File: config.mk
export PLATFORM = sky130hd
export DESIGN_NAME = alu_decoder
export DESIGN_NICKNAME = d
export VERILOG_FILES = /design/src/rtl/alu_pkg.sv /design/src/rtl/alu_decode_reg.sv /design/src/rtl/alu_decoder.sv
export SDC_FILE = /design/constraint.sdc
export NUM_CORES = 1
export LEC_CHECK = 0
export ABC_AREA = 0
export CORE_AREA = 8 8 45 47
export DETAILED_ROUTE_END_ITERATION = 7
export DIE_AREA = 0 0 53 55
export SLEW_MARGIN = 40
export SYNTH_ARGS = -nofsm -noshare
export SYNTH_HDL_FRONTEND = slang
export SYNTH_HIERARCHICAL = 1
export SYNTH_SLANG_ARGS = --single-unit
File: constraint.sdc
create_clock -name clk -period 1.3 [get_ports clk]
set_input_delay 0.195 -clock clk [delete_from_list [all_inputs] [get_ports clk]]
set_output_delay 0.195 -clock clk [all_outputs]
set_load 0.01 [all_outputs]
File: src/rtl/alu_pkg.sv
// Shared types and encodings for the data-processing ALU control path.
package alu_pkg;

  typedef enum logic [1:0] {
    ADD = 2'b00,
    SUB = 2'b01,
    AND = 2'b10,
    ORR = 2'b11
  } alu_ctl_t;

  localparam logic [3:0] CMD_AND = 4'b0000;
  localparam logic [3:0] CMD_SUB = 4'b0010;
  localparam logic [3:0] CMD_ADD = 4'b0100;
  localparam logic [3:0] CMD_TST = 4'b1000;
  localparam logic [3:0] CMD_CMP = 4'b1010;
  localparam logic [3:0] CMD_ORR = 4'b1100;
  localparam logic [3:0] CMD_MOV = 4'b1101;

  localparam logic [1:0] FW_NONE = 2'b00;
  localparam logic [1:0] FW_NZ   = 2'b10;
  localparam logic [1:0] FW_NZCV = 2'b11;

  typedef struct packed {
    alu_ctl_t   alu_ctl;
    logic [1:0] flag_w;
    logic       no_write;
    logic       shift;
    logic       undef;
  } decode_t;

  // Flag writes gated by the S bit.
  function automatic logic [1:0] fw_if_s(input logic s, input logic [1:0] fw);
    return s ? fw : FW_NONE;
  endfunction

endpackage

File: src/rtl/alu_decode_reg.sv
// Registered copy of the ALU decode outputs, cleared by an asynchronous reset.
module alu_decode_reg
  import alu_pkg::*;
(
  input  logic    clk,
  input  logic    reset_n,
  input  decode_t d,
  output decode_t q
);

  decode_t q_q;

  always_ff @(posedge clk or negedge reset_n) begin
    if (!reset_n) begin
      q_q <= '0;
    end else begin
      q_q <= d;
    end
  end

  assign q = q_q;

endmodule

File: src/rtl/alu_decoder.sv
// ALU-control decoder: maps alu_op, S bit and cmd to ALU select and side controls,
// with a registered copy of every output.
module alu_decoder
  import alu_pkg::*;
(
  input  logic       clk,
  input  logic       reset_n,
  input  logic       alu_op,
  input  logic       s,
  input  logic [3:0] cmd,
  output logic [1:0] alu_ctl,
  output logic [1:0] flag_w,
  output logic       no_write,
  output logic       shift,
  output logic       undef,
  output logic [1:0] alu_ctl_q,
  output logic [1:0] flag_w_q,
  output logic       no_write_q,
  output logic       shift_q,
  output logic       undef_q
);

  decode_t dec;
  decode_t dec_q;

  always_comb begin
    dec = '{alu_ctl: ADD, flag_w: FW_NONE, no_write: 1'b0, shift: 1'b0, undef: 1'b0};
    if (alu_op) begin
      case (cmd)
        CMD_ADD: begin
          dec.alu_ctl = ADD;
          dec.flag_w  = fw_if_s(s, FW_NZCV);
        end
        CMD_SUB: begin
          dec.alu_ctl = SUB;
          dec.flag_w  = fw_if_s(s, FW_NZCV);
        end
        CMD_AND: begin
          dec.alu_ctl = AND;
          dec.flag_w  = fw_if_s(s, FW_NZ);
        end
        CMD_ORR: begin
          dec.alu_ctl = ORR;
          dec.flag_w  = fw_if_s(s, FW_NZ);
        end
        // Compares always update flags and never write back.
        CMD_CMP: begin
          dec.alu_ctl  = SUB;
          dec.flag_w   = FW_NZCV;
          dec.no_write = 1'b1;
        end
        CMD_TST: begin
          dec.alu_ctl  = AND;
          dec.flag_w   = FW_NZ;
          dec.no_write = 1'b1;
        end
        CMD_MOV: begin
          dec.alu_ctl = ADD;
          dec.flag_w  = fw_if_s(s, FW_NZ);
          dec.shift   = 1'b1;
        end
        default: begin
          dec.undef = 1'b1;
        end
      endcase
    end
  end

  alu_decode_reg u_reg (
    .clk     (clk),
    .reset_n (reset_n),
    .d       (dec),
    .q       (dec_q)
  );

  assign alu_ctl    = dec.alu_ctl;
  assign flag_w     = dec.flag_w;
  assign no_write   = dec.no_write;
  assign shift      = dec.shift;
  assign undef      = dec.undef;
  assign alu_ctl_q  = dec_q.alu_ctl;
  assign flag_w_q   = dec_q.flag_w;
  assign no_write_q = dec_q.no_write;
  assign shift_q    = dec_q.shift;
  assign undef_q    = dec_q.undef;

endmodule

# --- After elaboration in Yosys (flattened, before gate mapping) ---
# Cells that the tools add are included.
classes:
  eq_ne: 6
  n_mux: 7
  reduce_logical: 3
ops:
  columns: ["cell", "n"]
  rows:
  - ["$pmux 4 s7", 1]
  - ["$eq 4x4->1 const B", 4]
  - ["$mux 7", 1]
  - ["$reduce_or 7->1", 1]
  - ["$eq 4x2->1 const B", 1]
  - ["$eq 4x3->1 const B", 1]
  - ["$logic_not 4->1", 1]
  - ["$mux 2", 2]
  - ["$mux 1", 3]
  - ["$reduce_or 2->1", 1]
word_totals:
  regBits: 7
  input_bits: 8
  out_inout_bits: 14
  wordCells: 21

# --- Logic depth before layout (Yosys ltp) ---
logic_depth:
  word_depth: 4
  mapped_depth: 3
  mapped_depth_nobuf: 3

# --- Modules after synthesis ---
# The synthesis kept the hierarchy.
modules_own_cells:
  columns: ["module", "instances", "cells_per_inst", "area_per_inst_um2", "seq_area_each_um2"]
  rows:
  - ["alu_decode_reg", 1, 7, 175.2, 175.2]
  - ["alu_decoder", 1, 17, 106.4, 0.0]

# --- Worst setup path after synthesis ---
# Ideal clock, no wire load.
synth_timing:
  path_type: "input to output"
  from: "input port cmd[2]"
  to: "output port flag_w[0]"
  arrival_time_ns: 0.965
  required_ns: 1.105
  path_slack_ns: 0.140
  stages: 3
  cell_sequence: "inv_2 > or4b_1 > a21oi_1"
synth_via:
  elab_chain_cells: 3
  elab_cells_between_ends: 9
  classes_between: "eq/ne (6); mux (2); reduce/logical (1)"
synth_rtl:
  columns: ["item", "line", "rtl"]
  rows:
  - ["start: declaration", "alu_decoder.sv:10", "input logic [3:0] cmd,"]
  - ["$eq 4x4->1 (tied with other cells)", "alu_decoder.sv:29", "case (cmd)"]
  - ["$pmux 4 s7 *", "alu_decoder.sv:29", null]
  - ["$mux 7 *", "alu_decoder.sv:28", "if (alu_op) begin"]
  - ["end: declaration", "alu_decoder.sv:12", "output logic [1:0] flag_w,"]
# Mark *: on every way between the ends. The rest lies on a longest branch, timed or not.

# --- Worst setup path in the final report ---
layout_timing:
  from: "input port cmd[3]"
  to: "output port flag_w[0]"
# The elaborated chain is that of the path after synthesis.

==> summary.md <==
| Metric | Value |
|---|---|
| Leakage Power | `just over 0.4 nW` |
| Clock root buffer | `clkbuf_4` |
| Antenna viol nets, final | `0` |
| Synth Warn # | `6` |
| Relative slew slack | `0.794` |
| Max-slew violation count | `0` |
| Avg Cell Area, Syn | `11.7 um^2` |
| Worst EP required | `1.11 ns` |
| GRT overflow | `0` |
| CP dominant cell by count | `buf_6` |
| Crit Path Class | `in2out` |
| Fill count | `147` |
| Synth unique cells | `14` |
| Non-Filler Instances | `74` |
| Area Growth Syn to Fin | `132%` |
| CTS tree | `done` |
| Routed WL | `951 um` |
| Largest net degree at the start of global routing | `8` |
| Most common cell after layout, fill and taps aside | `buf_4` |
| GR Util All Layers | `0.0710` |
| Htree depth | `1` |
| Share of layout cells above drive strength 1 | `0.603` |
| Power Dens Cells | `between 800 and 900 nW/um^2` |
| Vias per cell | `~4.3` |
| Port bufs | `21` |
| Avg WL per Cell | `around 13 um` |
| 1st-iter DRT viols | `2` |
| Yosys reg bits | `7` |
| FMAX | `a little under 0.8 GHz` |
| Max-cap violations | `0` |
| Crit path time final | `1.29 ns` |
| Multi-input gate area | `roughly 160 um^2` |
| GPL Wtd Cong | `0.741` |
| Register area share after synthesis | `0.622` |
| CTS clk-pin slew, worst paths | `0.05 ns` |
| Post-Synthesis Cells | `24` |
| Dpl cells | `67` |
| First-pass GRT wire length | `1460 um` |
| Drt pass-1 iters | `2` |
| Hold buffers post-CTS | `0` |
| Max clock buf depth | `2` |
| Outcome | `completed` |
| Via count | `317` |
| DRC | `0` |
| Initial antenna violation count | `0` |
| Worst Path Arrival | `1.10 ns` |
| DIE AREA | `about 2900 um^2` |
| Clock sinks | `7` |
| Core area | `1380 um^2` |
| Max FFs per register | `7` |
| Slowest-stage cell, CP | `or4b_4` |
| CP endpoint kind | `primary output` |
| Worst path cell trace | `buf_6 > or4b_4 > a21oi_4 > buf_6` |
| DP Worst Slack | `-0.897 ns` |
| Vias in the first global route | `337` |
| Worst setup slack after layout | `slightly above 0.005 ns` |
| CP bufs+invs | `2` |
| Row count | `14` |
| Antenna cell count | `0` |
| Number of CTS-inserted buffers | `3` |
| Mapped Area | `~280 um^2` |
| Min-Delay Path Class | `in2async` |
| Synthesized Nets | `32` |
| Crit-path max FO | `3` |
| Hold Vio Cnt, Final | `0` |
| Worst slew pin tran | `slightly above 0.3 ns` |
| # IOs | `22` |
| Startpoint Class | `primary input` |
| Initial core utilization | `0.203` |
| Die Ht | `55 um` |
| Max rail drop VDD | `0.000308 V` |
| Final period utilization | `0.996` |
| Register Area | `175 um^2` |
| Commonest cells after routing, fill and taps aside | `9 x buf_4, 7 x dfrtp_1, 6 x buf_2, 6 x dlymetal6s2s_1, 4 x buf_6` |
| Final setup vio count | `0` |
| Nets | `67` |
| HPWL after DPL | `between 600 and 700 um` |
| Final Util | `0.473` |
| CP max stage delay | `0.54 ns` |
| RSZ-0062 raised after global routing | `true` |
| Delay-heaviest family, CP | `simple AND/OR/NAND/NOR gates` |
| Die width | `53 um` |
## stage by stage
step / hold slack (ns) / instance area [um^2] / TNS [ns] / total power [mW]
2_1_floorplan: -0.101 / 282 / 0 / 0.261
3_5_place_dp: 0.464 / 557 / -5.49 / 0.342
3_3_place_gp: 0.462 / 557 / -5.49 / 0.341
4_1_cts: 0.198 / 593 / -0.0270 / 0.536
5_1_grt: 0.208 / 654 / -0.0111 / 0.582
6_report: 0.194 / 654 / 0 / 0.539
## metal layers
layer,up-vias,part of all wire,track usage
met5,-,0,0
met3,0,0.033,0.0214
li1,154,-,-
met4,0,0,0.0776
met2,14,0.53,0.111
met1,149,0.44,0.0712
## report_power, final
group | switching, mW | total [mW] | internal, mW
logic | 0.0561 | 0.123 | 0.0671
registers | 0.00162 | 0.228 | 0.227
clock network | 0.0712 | 0.188 | 0.117
## final cells by class
type / count / area share
timing repair buffer: 30 / 0.407
inverter: 1 / 0.00574
clock buffer: 4 / 0.0402
sequential: 7 / 0.268
tap: 16 / 0.0306
multi-input combinational: 16 / 0.249
## cell usage after synthesis
cell type	number	area share
a21boi_0	1	0.027
nand2b_1	1	0.022
a21oi_1	3	0.053
nor3b_1	2	0.053
o21ai_0	1	0.018
inv_2	1	0.013
and3_1	1	0.022
o211ai_1	1	0.027
nor3_1	1	0.018
dfrtp_1	7	0.62
nor2_1	2	0.027
or4b_1	1	0.036
and3b_2	1	0.036
nand3b_1	1	0.027
## logic make-up after synthesis
logic type,count (synthesis),share of synthesized area
AND/OR/NAND/NOR,10,0.240
buffers and inverters,1,0.0133
flip-flops,7,0.622
AO/OA/AOI/OAI,6,0.124
## final timing paths
kind	end	from	cells after the start
setup / recovery	flag_w[0]	cmd[3]	4
min in group clk	u_reg/q[6]	cmd[1]	3
hold / removal	u_reg/q[5]	reset_n	1
max in group asynchronous	u_reg/q[1]	reset_n	1
## repair_timing
item,CTS,global route
buffers inserted,2,1
endpoints found under the hold margin,0,0
pin swaps,3,2
gates resized for setup,59,14
setup endpoints to repair,8,10
Power figures use the tool's default switching activity.
==> RTL edit (config.mk and constraints unchanged) <==
Add an input register stage for `alu_op`, `s` and `cmd`, without a reset; this delays them by one clock.
--- a/src/rtl/alu_decoder.sv
+++ b/src/rtl/alu_decoder.sv
@@ -21,4 +21,14 @@
 );
 
+  logic alu_op_q;
+  logic s_q;
+  logic [3:0] cmd_q;
+
+  always_ff @(posedge clk) begin
+    alu_op_q <= alu_op;
+    s_q      <= s;
+    cmd_q    <= cmd;
+  end
+
   decode_t dec;
   decode_t dec_q;
@@ -26,21 +36,21 @@
   always_comb begin
     dec = '{alu_ctl: ADD, flag_w: FW_NONE, no_write: 1'b0, shift: 1'b0, undef: 1'b0};
-    if (alu_op) begin
-      case (cmd)
+    if (alu_op_q) begin
+      case (cmd_q)
         CMD_ADD: begin
           dec.alu_ctl = ADD;
-          dec.flag_w  = fw_if_s(s, FW_NZCV);
+          dec.flag_w  = fw_if_s(s_q, FW_NZCV);
         end
         CMD_SUB: begin
           dec.alu_ctl = SUB;
-          dec.flag_w  = fw_if_s(s, FW_NZCV);
+          dec.flag_w  = fw_if_s(s_q, FW_NZCV);
         end
         CMD_AND: begin
           dec.alu_ctl = AND;
-          dec.flag_w  = fw_if_s(s, FW_NZ);
+          dec.flag_w  = fw_if_s(s_q, FW_NZ);
         end
         CMD_ORR: begin
           dec.alu_ctl = ORR;
-          dec.flag_w  = fw_if_s(s, FW_NZ);
+          dec.flag_w  = fw_if_s(s_q, FW_NZ);
         end
         // Compares always update flags and never write back.
@@ -57,5 +67,5 @@
         CMD_MOV: begin
           dec.alu_ctl = ADD;
-          dec.flag_w  = fw_if_s(s, FW_NZ);
+          dec.flag_w  = fw_if_s(s_q, FW_NZ);
           dec.shift   = 1'b1;
         end
Formal check against the unedited RTL: not equivalent (Yosys sat finds a counterexample within 4 cycles, from zero or initial values and one cycle with reset_n low).
==> RTL edit against the unedited design <==
The run now ends with negative setup slack left; clock power up 31%; sequential power up 89%; wire length up 13%; sequential cell count increased by 6; power is 51% higher; synthesized area increased by 50%; cell area grew 30%; worst setup slack got worse by 250 ps; critical endpoint unchanged.
==> RTL edit: results (changes against the unedited design) <==
- Failing checks: negative setup slack
- Crit path largest cell delay: 340 ps (-200 ps)
- Synth cell types: 19 (+5)
- Non-Filler Instances: 93 (+26%)
- Max VDD drop: 561 uV (+83%)
- FFs w/ async S/R, synth: 53.8% (-46 points)
- First-pass GRT wire length: 1.74 mm (+19%)
- Synth top cells by count: 7 x dfrtp_1, 6 x dfxtp_1, 2 x inv_1, 2 x nor2_1, 2 x nor3_1
- Crit path max-delay family: flip-flops
- Cells after Synth: 33 (+38%)
- Final WS setup: -242 ps (-247 ps)
- Setup-failing EPs final: 7 (+7)
- Slew margin rel.: 80.8% (+1.3 points)
- Drt first pass iters: 4 (+2)
- Share of layout cells above drive strength 1: 55.8% (-4.5 points)
- Met1 Use GR: 7.51% (+0.39 points)
- Pleak: 0.445 nW (+9.7%)
- Vias in the first global route: 446 (+32%)
- Register clock-pin slew on the reported worst setup and hold paths: 80 ps (+30 ps)
- Global Route Usage Sum: 8.23% (+1.1 points)
- Met3 Usage GRT: 3.74% (+1.6 points)
- Post-synthesis sequential area ratio: 69.8% (+7.6 points)
- Status: finished, violations left
- DR vias/cell: 4.38 (+2.2%)
- Inst Count DP: 82 (+22%)
- Synth Net Count: 41 (+28%)
- Final HPWL DP: 784 um (+17%)
- Arrival @ worst endpoint: 1350 ps (+250 ps)
==> RTL edit: cell count changes in the layout (fill, tap and decap cells not counted), sizes merged, moves of 5 or more <==
cell	delta
buf	+7
clkdlybuf4s50	+6
dfxtp	+6
dlygate4sd2	+5
dlymetal6s2s	-6
==> RTL edit: cell type report <==
| cell class | count | area (um2) |
|---|---|---|
| timing repair buffer | 40 | 327 |
| inverter | 2 | 7.51 |
| multi-input combinational | 18 | 169 |
| clock buffer | 4 | 26.3 |
| tap | 16 | 20.0 |
| sequential | 13 | 302 |
| fill | 127 | 533 |
==> RTL edit: worst reg2reg max path: cells and delay by family (launching register included) <==
| kind | cells | cell delay [ps] |
|---|---|---|
| flip-flops | 1 | 350 |
| buffers and inverters | 4 | 430 |
| AO/OA/AOI/OAI | 1 | 70 |
| AND/OR/NAND/NOR | 2 | 330 |
==> RTL edit: path summary, 6_finish.rpt <==
kind / startpoint / end / slack [ps] / depth (start not counted)
max reg2reg: cmd_q[3] / u_reg/q[3] / 20 / 7
min in group clk: cmd[2] / cmd_q[2] / 350 / 1
min reg2reg: alu_op_q / u_reg/q[5] / 550 / 2
max in group asynchronous: reset_n / u_reg/q[3] / 920 / 1
max: cmd_q[3] / flag_w[0] / -240 / 5
min: reset_n / u_reg/q[1] / 160 / 1
==> RTL edit: cells by family (layout without fill, tap and decap cells) <==
| group | after synthesis | in the layout | share of synthesized area [%] |
|---|---|---|---|
| DFF | 13 | 13 | 69.8 |
| and+or+nand+nor | 12 | 12 | 17.5 |
| AOI/OAI and AO/OA | 6 | 6 | 10.9 |
| buffers and inverters | 2 | 46 | 1.78 |
==> RTL edit: what timing repair did <==
item / in CTS / in global routing
cloned: 0 / 0
setup endpoints to repair: 14 / 7
gates resized for setup: 52 / 3
pin swaps: 5 / 3
hold buffers: 0 / 0
setup buffers: 4 / 3
==> RTL edit: per-layer routing <==
metal	part of all wire [%]	up-vias
li1	-	201
met1	35	184
met2	53	20
met3	10	2
met4	1.5	0
met5	0	-
==> RTL edit: metrics by stage <==
step	total power [mW]	instance area (um2)	util, %	setup WS (ps)	TNS, ps
6_report	0.817	851	61.5	-242	-1070
5_1_grt	0.854	851	61.5	-293	-1520
4_1_cts	0.823	821	59.3	-233	-1080
3_3_place_gp	0.561	743	53.7	-397	-2340
2_1_floorplan	0.474	423	-	110	0
3_5_place_dp	0.561	743	53.7	-423	-2430
==> RTL edit: power groups by stage <==
stage	sequential (mW)	clock, mW	combinational, mW
after detailed placement	0.439	0	0.123
after global placement	0.438	0	0.122
after global routing	0.434	0.271	0.149
after floorplan	0.444	0	0.0306
after CTS	0.431	0.259	0.132
final	0.431	0.247	0.139
